### src/rtl/ext_bus_slave_seq_if.sv
// Multiplexed 16-bit external bus pins: ARM master side, FPGA slave side.
// Strobes are active low and asynchronous to the fabric clock.
interface ext_bus_slave_seq_if;
  logic        ce_n;
  logic        we_n;
  logic        oe_n;
  logic [15:0] bus_in;
  logic [15:0] bus_out;
  logic        bus_oe;

  modport master (
    output ce_n,
    output we_n,
    output oe_n,
    output bus_in,
    input  bus_out,
    input  bus_oe
  );

  modport slave (
    input  ce_n,
    input  we_n,
    input  oe_n,
    input  bus_in,
    output bus_out,
    output bus_oe
  );
endinterface

### src/rtl/ext_bus_slave_seq.sv
// External-bus to register-fabric sequencer (address/data multiplexed).
// Optional watchdog enabled by defining BUS_TIMEOUT_EN.
module ext_bus_slave_seq #(
  parameter int          ADDR_W      = 8,
  parameter int          SYNC_STAGES = 2,
  parameter logic [15:0] ID_WORD     = 16'hA501,
  parameter int          TIMEOUT_CYC = 1024
) (
  input  logic              clock,
  input  logic              reset_n,
  ext_bus_slave_seq_if.slave bus,
  output logic              wr_stb,
  output logic [ADDR_W-1:0] wr_addr,
  output logic [15:0]       wr_data,
  output logic              rd_stb,
  output logic [ADDR_W-1:0] rd_addr,
  input  logic [15:0]       rd_data,
  output logic              err_flag
);

  typedef enum logic [1:0] {
    IDLE,
    ADDR_WAIT,
    DATA
  } state_t;

  state_t state;

  logic [SYNC_STAGES-1:0] ce_sync;
  logic [SYNC_STAGES-1:0] we_sync;
  logic [SYNC_STAGES-1:0] oe_sync;
  logic [15:0]            bus_sync [SYNC_STAGES];

  logic        s_ce;
  logic        s_we;
  logic        s_oe;
  logic [15:0] s_bus;
  logic        s_we_d;
  logic        s_oe_d;

  logic we_rise;
  logic oe_fall;
  logic oe_rise;
  logic edge_any;

  logic [ADDR_W-1:0] addr;
  logic [ADDR_W-1:0] step;
  logic              autoinc;
  logic              rd_pend;
  logic [15:0]       out_q;
  logic              oe_q;
  logic              locked;

  // Strobe flops reset high so releasing reset never looks like an edge
  always_ff @(posedge clock or negedge reset_n) begin
    if (!reset_n) begin
      ce_sync <= '1;
      we_sync <= '1;
      oe_sync <= '1;
      s_we_d  <= 1'b1;
      s_oe_d  <= 1'b1;
      for (int i = 0; i < SYNC_STAGES; i++)
        bus_sync[i] <= '0;
    end else begin
      ce_sync <= {ce_sync[SYNC_STAGES-2:0], bus.ce_n};
      we_sync <= {we_sync[SYNC_STAGES-2:0], bus.we_n};
      oe_sync <= {oe_sync[SYNC_STAGES-2:0], bus.oe_n};
      s_we_d  <= s_we;
      s_oe_d  <= s_oe;
      bus_sync[0] <= bus.bus_in;
      for (int i = 1; i < SYNC_STAGES; i++)
        bus_sync[i] <= bus_sync[i-1];
    end
  end

  assign s_ce  = ce_sync[SYNC_STAGES-1];
  assign s_we  = we_sync[SYNC_STAGES-1];
  assign s_oe  = oe_sync[SYNC_STAGES-1];
  assign s_bus = bus_sync[SYNC_STAGES-1];

  assign we_rise  = s_we & ~s_we_d;
  assign oe_fall  = ~s_oe & s_oe_d;
  assign oe_rise  = s_oe & ~s_oe_d;
  assign edge_any = we_rise | oe_fall | oe_rise;

  always_comb begin
    step = '0;
    if (autoinc)
      step = ADDR_W'(we_rise) + ADDR_W'(oe_rise);
  end

  assign bus.bus_out = out_q;
  assign bus.bus_oe  = oe_q;

`ifdef BUS_TIMEOUT_EN
  localparam int CNT_W = $clog2(TIMEOUT_CYC + 1);
  logic [CNT_W-1:0] tmo_cnt;
  logic             tmo_hit;

  assign tmo_hit = !s_ce && state != IDLE && !edge_any
                && tmo_cnt == CNT_W'(TIMEOUT_CYC);
`else
  assign locked = 1'b0;
`endif

  always_ff @(posedge clock or negedge reset_n) begin
    if (!reset_n) begin
      state    <= IDLE;
      addr     <= '0;
      autoinc  <= 1'b0;
      rd_pend  <= 1'b0;
      out_q    <= '0;
      oe_q     <= 1'b0;
      wr_stb   <= 1'b0;
      wr_addr  <= '0;
      wr_data  <= '0;
      rd_stb   <= 1'b0;
      rd_addr  <= '0;
      err_flag <= 1'b0;
`ifdef BUS_TIMEOUT_EN
      tmo_cnt  <= '0;
      locked   <= 1'b0;
`endif
    end else begin
      wr_stb  <= 1'b0;
      rd_stb  <= 1'b0;
      rd_pend <= 1'b0;
      if (s_ce) begin
        state <= IDLE;
        oe_q  <= 1'b0;
      end else begin
        unique case (state)
          IDLE: begin
            if (!locked)
              state <= ADDR_WAIT;
          end
          ADDR_WAIT: begin
            if (we_rise) begin
              addr    <= s_bus[ADDR_W-1:0];
              autoinc <= s_bus[15];
              state   <= DATA;
              oe_q    <= 1'b0;
              if (oe_q || oe_fall)
                err_flag <= 1'b1;
            end else if (oe_fall) begin
              if (s_we) begin
                out_q <= ID_WORD;
                oe_q  <= 1'b1;
              end else begin
                err_flag <= 1'b1;
              end
            end else if (oe_rise) begin
              oe_q <= 1'b0;
            end
          end
          DATA: begin
            addr <= addr + step;
            if (we_rise) begin
              wr_stb  <= 1'b1;
              wr_addr <= addr;
              wr_data <= s_bus;
              oe_q    <= 1'b0;
              if (oe_q || rd_pend || oe_fall)
                err_flag <= 1'b1;
            end else begin
              if (oe_fall) begin
                if (s_we) begin
                  rd_stb  <= 1'b1;
                  rd_addr <= addr;
                  rd_pend <= 1'b1;
                end else begin
                  err_flag <= 1'b1;
                end
              end
              // A read whose OE pulse already ended is abandoned
              if (rd_pend && !oe_rise && s_we) begin
                out_q <= rd_data;
                oe_q  <= 1'b1;
              end
              if (oe_rise)
                oe_q <= 1'b0;
            end
          end
          default: state <= IDLE;
        endcase
      end
`ifdef BUS_TIMEOUT_EN
      if (state == IDLE || edge_any || s_ce)
        tmo_cnt <= '0;
      else if (tmo_cnt != CNT_W'(TIMEOUT_CYC))
        tmo_cnt <= tmo_cnt + 1'b1;
      if (s_ce)
        locked <= 1'b0;
      // Stuck session: drop the bus and wait for a fresh CE cycle
      if (tmo_hit) begin
        state    <= IDLE;
        oe_q     <= 1'b0;
        rd_pend  <= 1'b0;
        err_flag <= 1'b1;
        locked   <= 1'b1;
      end
`endif
    end
  end

endmodule
### src/flat_wrapper.sv
// flat-port wrapper written by rule: the top's interface ports become plain ports
module ext_bus_slave_seq_flat 
#(
  parameter int          ADDR_W      = 8,
  parameter int          SYNC_STAGES = 2,
  parameter logic [15:0] ID_WORD     = 16'hA501,
  parameter int          TIMEOUT_CYC = 1024
)
  (clock, reset_n, wr_stb, wr_addr, wr_data, rd_stb, rd_addr, rd_data, err_flag, bus_ce_n, bus_we_n, bus_oe_n, bus_bus_in, bus_bus_out, bus_bus_oe);
  ext_bus_slave_seq_if bus_i ();
  input  logic clock;
  input  logic reset_n;
  output logic wr_stb;
  output logic [ADDR_W-1:0] wr_addr;
  output logic [15:0] wr_data;
  output logic rd_stb;
  output logic [ADDR_W-1:0] rd_addr;
  input  logic [15:0] rd_data;
  output logic err_flag;
  input wire logic [$bits(bus_i.ce_n)-1:0] bus_ce_n;
  input wire logic [$bits(bus_i.we_n)-1:0] bus_we_n;
  input wire logic [$bits(bus_i.oe_n)-1:0] bus_oe_n;
  input wire logic [$bits(bus_i.bus_in)-1:0] bus_bus_in;
  output wire logic [$bits(bus_i.bus_out)-1:0] bus_bus_out;
  output wire logic [$bits(bus_i.bus_oe)-1:0] bus_bus_oe;
  assign bus_i.ce_n = bus_ce_n;
  assign bus_i.we_n = bus_we_n;
  assign bus_i.oe_n = bus_oe_n;
  assign bus_i.bus_in = bus_bus_in;
  assign bus_bus_out = bus_i.bus_out;
  assign bus_bus_oe = bus_i.bus_oe;
  ext_bus_slave_seq #(.ADDR_W(ADDR_W), .SYNC_STAGES(SYNC_STAGES), .ID_WORD(ID_WORD), .TIMEOUT_CYC(TIMEOUT_CYC)) u_core (.clock(clock), .reset_n(reset_n), .bus(bus_i), .wr_stb(wr_stb), .wr_addr(wr_addr), .wr_data(wr_data), .rd_stb(rd_stb), .rd_addr(rd_addr), .rd_data(rd_data), .err_flag(err_flag));
endmodule
### config.mk
export PLATFORM = sky130hd
export DESIGN_NAME = ext_bus_slave_seq_flat
export DESIGN_NICKNAME = d
export VERILOG_FILES = /design/src/rtl/ext_bus_slave_seq_if.sv /design/src/rtl/ext_bus_slave_seq.sv /design/src/flat_wrapper.sv
export SDC_FILE = /design/constraint.sdc
export NUM_CORES = 1
export LEC_CHECK = 0
export CAP_MARGIN = 20
export CELL_PAD_IN_SITES_DETAIL_PLACEMENT = 0
export CELL_PAD_IN_SITES_GLOBAL_PLACEMENT = 1
export CORE_ASPECT_RATIO = 1.2
export CORE_MARGIN = 1
export CORE_UTILIZATION = 36
export CTS_CLUSTER_DIAMETER = 60
export DETAILED_ROUTE_END_ITERATION = 10
export PLACE_DENSITY = 0.83
export SLEW_MARGIN = 20
export SYNTH_ARGS = -nofsm -noshare
export SYNTH_HDL_FRONTEND = slang
export SYNTH_SLANG_ARGS = --single-unit
### constraint.sdc
create_clock -name clock -period 2.58 [get_ports clock]
set_clock_uncertainty 0.1 [all_clocks]
set_input_delay 0.516 -clock clock [delete_from_list [all_inputs] [get_ports clock]]
set_output_delay 0.516 -clock clock [all_outputs]
set_load 0.01 [all_outputs]
Yosys cells after proc, flatten, opt, wreduce, memory -nomap -nowiden --
Index checks and enable logic that the tools add are counted. W data, S select, Z words.
Cells by class: add/subtract/negate cells 2, equality and inequality tests 15, muxes and demuxes 36, bitwise logic cells 8, reduce and logical (&&, ||, !) cells 17
Operators with widths (number):
- $mux W16 | 5
- $pmux W16 S2 | 1
- $mux W1 | 22
- $mux W8 | 2
- $pmux W8 S2 | 1
- $ne A2 B1 Y1 const B | 5
- $ne A5 B1 Y1 const B | 2
- $reduce_and A3 Y1 | 3
- $add A8 B8 Y8 | 1
- $reduce_and A4 Y1 | 2
- $reduce_and A7 Y1 | 1
- $ne A3 B3 Y1 const B | 2
- $pmux W2 S3 | 1
- $ne A5 B2 Y1 const B | 1
- $not A1 Y1 | 5
- $reduce_and A5 Y1 | 1
- $mux W2 | 2
- $ne A2 B2 Y1 const B | 2
- $pmux W1 S2 | 2
- $and A1 B1 Y1 | 3
- $logic_or A1 B1 Y1 | 3
- $ne A3 B1 Y1 const B | 1
- $reduce_bool A3 Y1 | 1
- $add A1 B1 Y2 | 1
- other kinds (7) | 8
Word-level totals: register bits 103, input bits 37, output and inout bits 52, logic and storage cells 96

Longest topological paths before layout --
Gate-level depths: netlist of the first run.
depth after elaboration 10, gate-level depth with buffers 11, mapped depth without buffers 11

Least setup slack after synthesis of the first run --
Ideal clock, no wire load.
path type reg2reg, from register u_core.we_sync[1], to register u_core.addr[6], library setup time 0.079 ns, arrival 2.414 ns, required time 2.401 ns, slack -0.013 ns, cell stages (with the launch flop) 12, buffers on the path 0, clock period less this slack 2.593 ns, cells stage by stage dfstp_2 and2b_1 inv_2 ha_1 and2_1 ha_1 inv_1 fa_1 and3b_1 nand3_1 a21oi_1 a2bb2oi_1
On the way: longest elaborated chain between the ends 5, elaborated cells on any way between the ends 7, those cells by class 2 x add/sub; 1 x eq/ne; 2 x mux; 1 x bitwise; 1 x reduce/logical
Ends and longest elaborated chain:
- from (decl) | line ext_bus_slave_seq.sv:30 | logic [SYNC_STAGES-1:0] we_sync;
- from (signal assigned) | line ext_bus_slave_seq.sv:66 | we_sync <= {we_sync[SYNC_STAGES-2:0], bus.we_n};
- $and A1 B1 Y1 (*) | line ext_bus_slave_seq.sv:81 | assign we_rise = s_we & ~s_we_d;
- $add A1 B1 Y2 | line ext_bus_slave_seq.sv:89 | step = ADDR_W'(we_rise) + ADDR_W'(oe_rise);
- $mux W8 | line ext_bus_slave_seq.sv:88 | if (autoinc)
- $add A8 B8 Y8 | line ext_bus_slave_seq.sv:157 | addr <= addr + step;
- $pmux W8 S2 | line ext_bus_slave_seq.sv:132 | unique case (state)
- to (signal assigned) | line ext_bus_slave_seq.sv:139 | addr <= s_bus[ADDR_W-1:0];
- to (signal assigned) | line ext_bus_slave_seq.sv:157
- to (decl) | line ext_bus_slave_seq.sv:46 | logic [ADDR_W-1:0] addr;
Mark *: on every way between the ends. The rest lies on a longest branch, timed or not. A chain may end at the register's enable or synchronous reset.

Worst setup path after layout of the first run --
from register u_core.oe_sync[1], to register u_core.addr[6]
On the way: longest elaborated chain between the ends 5
Ends and longest elaborated chain:
- from (decl) | line ext_bus_slave_seq.sv:31 | logic [SYNC_STAGES-1:0] oe_sync;
- from (signal assigned) | line ext_bus_slave_seq.sv:67 | oe_sync <= {oe_sync[SYNC_STAGES-2:0], bus.oe_n};
- $and A1 B1 Y1 | line ext_bus_slave_seq.sv:83 | assign oe_rise = s_oe & ~s_oe_d;
- $add A1 B1 Y2 | line ext_bus_slave_seq.sv:89
- $mux W8 | line ext_bus_slave_seq.sv:88
- $add A8 B8 Y8 | line ext_bus_slave_seq.sv:157
- $pmux W8 S2 | line ext_bus_slave_seq.sv:132
Every way passes these cells.

==> results of run 1 <==
## registers in the layout, indices dropped and copies added, names as in the netlist, 2 cells and up
signal / count
u_core.wr_data: 16
u_core.bus_sync: 16
u_core.rd_addr: 8
u_core.state: 2
u_core.we_sync: 2
u_core.ce_sync: 2
u_core.oe_sync: 2
u_core.addr: 8
u_core.bus.bus_out: 16
u_core.wr_addr: 8
u_core.s_bus: 16
## per-layer routing
layer | wire length, um | GRT usage | up-vias | share of wire
li1 | - | - | 1183 | -
met1 | 3360 | 0.182 | 1209 | 0.46
met2 | 3490 | 0.233 | 70 | 0.48
met3 | 350 | 0.0359 | 11 | 0.048
met4 | 106 | 0.0559 | 0 | 0.015
met5 | 0 | 0 | - | 0
## cell families after synthesis
logic type / after synthesis / share of synthesized area
AOI/OAI and AO/OA: 32 / 0.0498
adders and majority gates: 7 / 0.0241
buffers and inverters: 32 / 0.0390
DFF: 103 / 0.656
muxes: 54 / 0.154
and+or+nand+nor: 59 / 0.0774
## worst paths after layout
| path | start | endpoint | depth (start not counted) |
|---|---|---|---|
| setup / recovery | u_core.oe_sync[1] | u_core.addr[6] | 11 |
| hold / removal | reset_n | u_core.bus_sync[18] | 1 |
| setup reg to reg | u_core.oe_sync[1] | u_core.addr[6] | 11 |
| hold reg to reg | u_core.bus_sync[30] | u_core.s_bus[14] | 0 |
| max in group asynchronous | reset_n | u_core.ce_sync[0] | 2 |
| min in group clock | u_core.bus_sync[30] | u_core.s_bus[14] | 0 |
## stage by stage
| stage | area, um^2 | TNS [ns] |
|---|---|---|
| 2_1_floorplan | 3950 | 0 |
| 3_3_place_gp | 5030 | 0 |
| 3_5_place_dp | 5030 | -0.0508 |
| 4_1_cts | 5330 | 0 |
| 5_1_grt | 5400 | -0.0315 |
| 6_report | 5400 | 0 |
## cells in the mapped netlist, types with 3 or more instances
library cell,count
dfrtp_1,95
nor2b_1,3
ha_1,6
nand3_1,4
nor3_1,5
mux2i_1,15
dfstp_2,8
o21ai_0,8
inv_1,20
mux2_1,10
mux2_2,24
mux2_4,5
nand2b_1,10
a21oi_1,13
nand2_1,19
nor2_1,8
## area by class of cell
class | count | area [um^2]
tap | 129 | 161
timing repair buffer | 103 | 1000
multi-input combinational | 152 | 1270
clock buffer | 12 | 236
fill | 930 | 5170
sequential | 103 | 2590
inverter | 22 | 82.6
clock inverter | 4 | 55.1
## layout by cell type (no fill, tap or decap), drive strengths merged, types with 2 or more instances in the layout
| master | instances |
|---|---|
| a21oi | 13 |
| a2bb2oi | 2 |
| and2b | 2 |
| buf | 16 |
| clkbuf | 12 |
| clkdlybuf4s50 | 87 |
| dfrtp | 95 |
| dfstp | 8 |
| ha | 6 |
| inv | 24 |
| mux2 | 39 |
| mux2i | 15 |
| nand2 | 19 |
| nand2b | 10 |
| nand3 | 5 |
| nand4 | 2 |
| nor2 | 10 |
| nor2b | 3 |
| nor3 | 5 |
| o21ai | 8 |
## critical path, delay by kind of cell, from the launching register on
kind                       cells  cell delay [ns]
adders and majority gates      3             0.76
and+or+nand+nor                4             0.63
DFF                            1             0.53
AOI/OAI and AO/OA              2             0.30
buffers and inverters          2             0.10
## where the power goes
group | internal [mW] | total (mW) | switching, mW
clock | 0.760 | 1.32 | 0.565
combinational | 0.394 | 0.676 | 0.282
sequential | 1.81 | 1.98 | 0.167
total | 2.96 | 3.98 | 1.01
## timing repair
item                       4_1_cts  5_1_grt
hold buffers                     0        0
gates resized for setup          2       13
pin swaps                        1        6
setup endpoints to repair        2        4
setup buffers                    0        2
==> impl_metrics.json, run 1 <==
{
  "ir_drop_v": 0.000403,
  "dp_cells": 507,
  "area_delta_synth_final_pct": 36.8,
  "max_freq_ghz": 0.404,
  "fin_util": 0.511,
  "grt_max_degree": 62,
  "tightest_slew_ns": 0.684,
  "avgViaCountPerCell": 4.71,
  "clk_latency_ns": 0.34,
  "syn_avg_cell_area_um2": 13.8,
  "ys_warn_count": 0,
  "async_flop_share": 1.00,
  "power.density_nw_per_um2": 737,
  "rsz0062_at_grt": "yes",
  "rows": 41,
  "cap_viol_max_count": 0,
  "grt_usage": 0.142,
  "design.core.area_um2": 10600,
  "synthesis.nets": 331,
  "hold_violations": 0,
  "hp-class": "in -> async",
  "slew_violations": 0,
  "worstPathRequired_ns": 2.75,
  "synth_top_area_cell": "dfrtp_1",
  "critPathSlowestCell": "dfstp_2",
  "fin_ws_ns": 0.102,
  "cts_max_level": 3,
  "drtPass1Iterations": 4,
  "grt_pass1_wl_um": 12600,
  "drtAntennaViolNets": 0,
  "ys_types": 42,
  "synthCells": 287,
  "antenna_found_initial": 0,
  "finalNonFillerCells": 525,
  "yosysSeqAreaShare": 0.656,
  "grt_pass1_vias": 2550,
  "dp_hpwl_um": 4980,
  "routed_wl_um": 7310,
  "crit_path_start_kind": "flop",
  "die_h_um": 117,
  "setup_viol": 0,
  "slowest_delay_ns": 0.53,
  "clockRootBuffer": "clkbuf_16",
  "cts_buffer_depth": 2,
  "crit_path_end_kind": "flop",
  "grt-ovfl-total": 0,
  "clk_pin_slew_worst_paths_ns": 0.07,
  "whs_ns": 0.0572,
  "fp.dieArea_um2": 11400,
  "wire_per_inst_um": 13.9,
  "synth_flop_cell": "dfrtp_1",
  "synth_area_um2": 3950,
  "gp_congestion": 0.761,
  "drc": 0,
  "cts_tree": "built",
  "synth_top_cell_area_share": 0.602,
  "fin_nets": 435,
  "io_pins": 89,
  "fin_crit_sh": 0.960,
  "synth_seq_cells": 103,
  "synth_area_leaders": "dfrtp_1 (60%), mux2_2 (6.8%), dfstp_2 (5.3%), mux2i_1 (3.8%), mux2_1 (2.9%)",
  "first_iter_violations": 127,
  "synth-edff-count": 0,
  "slew_headroom": 0.539,
  "critPathKind": "reg -> reg",
  "io_buffer_count": 88,
  "cp_cell_sequence": "nor2b_4, inv_2, ha_4, and2_4, ha_4, inv_2, fa_2, and3b_2, nand3_2, a21oi_2, a2bb2oi_2",
  "drive_above_1_share": 0.215,
  "clock-sinks": 103,
  "worstPathMaxFanout": 3,
  "cts_buffers": 9,
  "die-width_um": 97.6,
  "arrival_ns": 2.65,
  "num_antenna_cells": 0,
  "r2r_setup_slack_ns": 0.10,
  "p_total_mw": 3.98,
  "min_period_ns": 2.48,
  "leakage_nw": 2.40,
  "place_ws_ns": -0.0508,
  "initial_utilization": 0.373,
  "route.vias.total": 2473,
  "outcome": "completed"
}
(Power assumes the default switching activity.)
==> run 2, diff against run 1 <==
--- a/config.mk
+++ b/config.mk
@@ -10,10 +10,11 @@
 export CELL_PAD_IN_SITES_GLOBAL_PLACEMENT = 1
 export CORE_ASPECT_RATIO = 1.2
 export CORE_MARGIN = 1
-export CORE_UTILIZATION = 36
+export CORE_UTILIZATION = 30
+export CTS_BUF_LIST = sky130_fd_sc_hd__clkbuf_2
 export CTS_CLUSTER_DIAMETER = 60
 export DETAILED_ROUTE_END_ITERATION = 10
-export PLACE_DENSITY = 0.83
+export PLACE_DENSITY = 0.72
 export SLEW_MARGIN = 20
 export SYNTH_ARGS = -nofsm -noshare
 export SYNTH_HDL_FRONTEND = slang
==> run 2 against run 1 <==
  * Sequential share of layout area is 0.45 points higher
  * Core utilization down 9.1 points
  * Clock power is 42% lower
  * Cell area down 0.93%
==> impl_metrics.json, run 2 (same netlist as run 1, synthesis figures left out) <==
{
  "crit_path_start_kind": "flop",
  "routed_wl_um": 7800,
  "gp_congestion": 0.820,
  "io_buffer_count": 88,
  "layout_common_cells": "dfrtp_1 (95), clkdlybuf4s50_1 (87), mux2_2 (24)",
  "grt_pass1_vias": 2555,
  "crit_path_end_kind": "flop",
  "dp_hpwl_um": 5450,
  "drc": 0,
  "setup_viol": 0,
  "clk_pin_slew_worst_paths_ns": 0.27,
  "cts_buffers": 9,
  "postLayoutCellArea_um2": 5350,
  "initial_utilization": 0.310,
  "die_h_um": 128,
  "drive_above_1_share": 0.236,
  "cap_viol_max_count": 0,
  "leakage_nw": 2.37,
  "fin_crit_sh": 0.986,
  "cp_cell_sequence": "nor2b_4, inv_2, ha_4, and2_4, ha_4, inv_2, fa_2, and3b_1, nand3_2, a21oi_2, a2bb2oi_2",
  "worstPathRequired_ns": 3.00,
  "area_delta_synth_final_pct": 35.5,
  "fin_ws_ns": 0.0368,
  "outcome": "completed",
  "layout_commonest_cell": "dfrtp_1",
  "crit_cells": 11,
  "grt_usage": 0.124,
  "num_antenna_cells": 0,
  "power.density_nw_per_um2": 643,
  "clockRootBuffer": "clkbuf_2",
  "rows": 45,
  "fin_nets": 441,
  "cts_tree": "built",
  "antenna_found_initial": 0,
  "r2r_start": "u_core.oe_sync[1]",
  "worstPathMaxFanout": 3,
  "wire_per_inst_um": 13.8,
  "r2r_setup_slack_ns": 0.04,
  "clock-sinks": 103,
  "drtAntennaViolNets": 0,
  "ir_drop_v": 0.000306,
  "cts_buffer_depth": 2,
  "grt_max_degree": 46,
  "rr_worst_depth": 11,
  "critPathSlowestCell": "dfstp_2",
  "critPathKind": "reg -> reg",
  "startpoint": "u_core.oe_sync[1]",
  "cts_max_level": 3,
  "min_period_ns": 2.54,
  "grt_pass1_wl_um": 13000,
  "io_pins": 89,
  "slew_headroom": 0.500,
  "fp.dieArea_um2": 13600,
  "die-width_um": 107,
  "design.core.area_um2": 12700,
  "first_iter_violations": 110,
  "hp-class": "in -> reg",
  "slowest_delay_ns": 0.60,
  "path_buf_inv": 2,
  "avgViaCountPerCell": 4.52,
  "clk_latency_ns": 0.57,
  "max_freq_ghz": 0.393,
  "drtPass1Iterations": 4,
  "critPathTopFamily": "adder cells",
  "hold_violations": 0,
  "tightest_slew_ns": 0.750,
  "slew_violations": 0,
  "rsz0062_at_grt": "yes",
  "grt-ovfl-total": 0,
  "reg2reg_to": "u_core.addr[6]",
  "place_ws_ns": -0.0225,
  "arrival_ns": 2.96,
  "route.vias.total": 2558,
  "place_area_um2": 5110,
  "crit_end": "u_core.addr[6]"
}
## run 2: power by group
| part | leakage, nW | total, mW | switching, mW | internal [mW] |
|---|---|---|---|---|
| clock network | 0.0680 | 0.760 | 0.533 | 0.227 |
| registers | 1.27 | 1.98 | 0.172 | 1.81 |
| logic | 1.03 | 0.700 | 0.292 | 0.408 |
## run 2: metal layers
layer | GRT usage | part of all wire | routed length, um | up-vias
li1 | - | - | - | 1197
met1 | 0.159 | 0.46 | 3590 | 1275
met2 | 0.196 | 0.47 | 3660 | 75
met3 | 0.0327 | 0.053 | 410 | 11
met4 | 0.0580 | 0.018 | 140 | 0
met5 | 0 | 0 | 0 | -
## run 2: worst register-to-register path: cells and delay by family (launching register included)
family,cells,cell delay (ns)
flops,1,0.60
buf+inv,2,0.10
compound gates,2,0.29
simple gates,4,0.63
fa+ha+maj,3,0.77
## run 2: cell type report
| type | instances | area [um^2] |
|---|---|---|
| fillers | 1220 | 7380 |
| inverters | 22 | 82.6 |
| well taps | 164 | 205 |
| multi-input cells | 152 | 1290 |
| clock inverters | 7 | 71.3 |
| flip-flops and latches | 103 | 2590 |
| clock buffers | 9 | 45.0 |
| repair buffers | 109 | 1060 |
## run 2: metrics by stage
step	hold WS, ns	TNS (ns)	power [mW]	cells	utilization
6_report	0.205	0	3.44	566	0.420
5_1_grt	0.131	-0.0979	3.65	566	0.420
4_1_cts	0.141	0	3.45	563	0.412
3_5_place_dp	0.235	-0.0225	2.67	546	0.402
3_3_place_gp	0.232	0	2.65	546	0.402
2_1_floorplan	0.120	0	2.29	287	-
## run 2: worst min path at each step
stage / start / endpoint / slack (ns) / cells after the start
after floorplan: reset_n / u_core.addr[0] / 0.12 / 0
after global placement: u_core.bus_sync[22] / u_core.s_bus[6] / 0.23 / 0
after detailed placement: u_core.bus_sync[27] / u_core.s_bus[11] / 0.23 / 0
after CTS: bus_we_n / u_core.we_sync[0] / 0.14 / 1
after global routing: bus_we_n / u_core.we_sync[0] / 0.13 / 1
final: bus_ce_n / u_core.ce_sync[0] / 0.20 / 1
## run 2: what timing repair did
action / 4_1_cts / 5_1_grt
hold buffers: 1 / 0
endpoints found under the setup margin: 2 / 5
hold endpoints to repair: 42 / 0
setup buffers: 0 / 3
pin swaps: 0 / 5
gates resized for setup: 2 / 17
==> RTL change: new RTL, settings of run 2 <==
Add a define of `BUS_TIMEOUT_EN`.
--- a/src/rtl/ext_bus_slave_seq.sv
+++ b/src/rtl/ext_bus_slave_seq.sv
@@ -1,5 +1,7 @@
 // External-bus to register-fabric sequencer (address/data multiplexed).
 // Optional watchdog enabled by defining BUS_TIMEOUT_EN.
+`define BUS_TIMEOUT_EN
+
 module ext_bus_slave_seq #(
   parameter int          ADDR_W      = 8,
   parameter int          SYNC_STAGES = 2,
Check against the original RTL: same outputs for any inputs over 10 cycles, from zero or initial values and one cycle with reset_n low; that may be too few to reach the edited logic, so the function may still have changed.
==> RTL change against run 2 <==
The flow now finishes with violations (negative setup slack); worst setup slack worse by 100 ps; power up 36%; die area is 18% higher; first-iteration DRC count is 8.2% higher; sequential cell count increased by 13; fmax shrank 3.8%; routed wire length increased by 26%; core utilization fell by 1.2 points; synthesized area is 18% higher; synthesized cell count is 28% higher; sequential power up 17%; design area rose by 15%; critical path type unchanged; largest cell class unchanged; largest power group unchanged.
==> RTL change: results <==
export IMPL_status="complete, but fails checks"
export IMPL_path_clk_slew_ps=190
export IMPL_violations="negative setup slack"
export IMPL_p_leak_nw=2.64
export IMPL_gp_congestion=0.795
export IMPL_dp_hpwl_um=6710
export IMPL_ys_seq_area_frac=0.625
export IMPL_finalWorstSetupSlack_ps=-63.4
export IMPL_h_tree_depth=4
export IMPL_viasPerCell=4.53
export IMPL_synth_warning_count=0
export IMPL_drive_gt1_frac=0.239
export IMPL_slowest_stage="dfstp_2"
export IMPL_slew_viol_final=0
export IMPL_synth_edff_count=0
export IMPL_fin_cells=697
export IMPL_crit_arrival_ps=3140
export IMPL_syn_instance_count=368
export IMPL_clk_latency_ps=700
export IMPL_vdd_ir_drop_max_uv=519
export IMPL_setup_violations_final=1
export IMPL_post_place_ws_ps=-19.7
export IMPL_worst_hold_path_type="input port to flip-flop"
export IMPL_drtIter0Drc=119
export IMPL_root_buffer="clkbuf_2"
export IMPL_port_buffers=88
export IMPL_grt_use_total=0.134
export IMPL_syn_nets=417
export IMPL_placed_area_um2=5840
export IMPL_synth_common_cells="108 x dfrtp_1, 45 x nand2_1, 34 x mux2_2"
export IMPL_cts_made_buffers=17
export IMPL_grt_max_degree=117
export IMPL_cp_max_fo=3
export IMPL_synthFlopType="dfrtp_1"
export IMPL_cp_top_family="adder cells"
export IMPL_synth_area_leaders="dfrtp_1 58%, mux2_2 8.2%, dfstp_2 4.5%"
export IMPL_synth_cell_types=50
export IMPL_cts_buffer_depth=2
export IMPL_dr_pass1_iters=4
export IMPL_grt_pass1_wl_um=16400
export IMPL_final_nets=529
export IMPL_antenna_found_initial=0
export IMPL_finalWirelength_um=9800
export IMPL_tightest_slew_ps=590
export IMPL_grt_pass1_vias=3360
export IMPL_dp_cells=662
==> RTL change: changes by cell type after synthesis, sizes merged, moves of 7 or more <==
cell / change
dfrtp: +13
nor2: +12
nand2: +26
inv: -8
o21ai: +17
mux2i: -11
o22ai: +7
==> RTL change: power by group <==
group | leakage, nW | internal, W | switching, W
sequential | 1.47 | 0.00209 | 0.000234
combinational | 1.03 | 0.000636 | 0.000539
clock | 0.142 | 0.000449 | 0.000735
==> RTL change: final cells by class <==
type                       count  area, um^2
multi-input combinational    226        1660
clock buffer                  17        85.1
timing repair buffer         103        1020
fill                        1492        8920
inverter                      16        75.1
tap                          204         255
sequential                   116        2910
clock inverter                15         159
==> RTL change: routing by layer <==
metal / vias to the layer above / part of all wire / track usage
met4: 0 / 0.020 / 0.0648
met5: - / 0 / 0
met1: 1556 / 0.42 / 0.152
li1: 1500 / - / -
met3: 16 / 0.058 / 0.0495
met2: 84 / 0.50 / 0.222
==> RTL change: logic make-up after synthesis <==
| kind of cell | count (synthesis) | synth area share |
|---|---|---|
| compound gates | 61 | 0.0897 |
| simple gates | 107 | 0.113 |
| mux | 38 | 0.0908 |
| flops | 116 | 0.625 |
| fa+ha+maj | 12 | 0.0339 |
| buf+inv | 26 | 0.0325 |
| xor+xnor | 8 | 0.0150 |
==> RTL change: timing repair <==
action,CTS,global route
pin swaps,0,6
hold buffers,1,0
hold endpoints to repair,108,0
buffers inserted,1,1
gates resized for setup,0,12
endpoints found under the setup margin,1,5
==> RTL change: worst paths after layout <==
path | from | end | slack (ps) | cells past startpoint
min in group asynchronous | reset_n | u_core.wr_addr[2]$_DFFE_PN0P_ | 320 | 3
min | bus_oe_n | u_core.oe_sync[0]$_DFF_PN1_ | 110 | 1
max in group asynchronous | reset_n | u_core.bus.bus_out[14]$_DFFE_PN0P_ | 1620 | 3
max reg2reg | u_core.oe_sync[1]$_DFF_PN1_ | u_core.addr[6]$_DFFE_PN0P_ | -60 | 11
min reg2reg | u_core.bus_sync[16]$_DFF_PN0_ | u_core.s_bus[0]$_DFF_PN0_ | 260 | 0
max | u_core.oe_sync[1]$_DFF_PN1_ | u_core.addr[6]$_DFFE_PN0P_ | -60 | 11
==> RTL change: metrics by stage <==
| step | hold slack (ps) | TNS (ps) |
|---|---|---|
| floorplan | 120 | 0 |
| global placement | 233 | 0 |
| detailed placement | 235 | -19.7 |
| CTS | 25.0 | -7.75 |
| global route | 26.3 | -257 |
| finish | 109 | -63.4 |
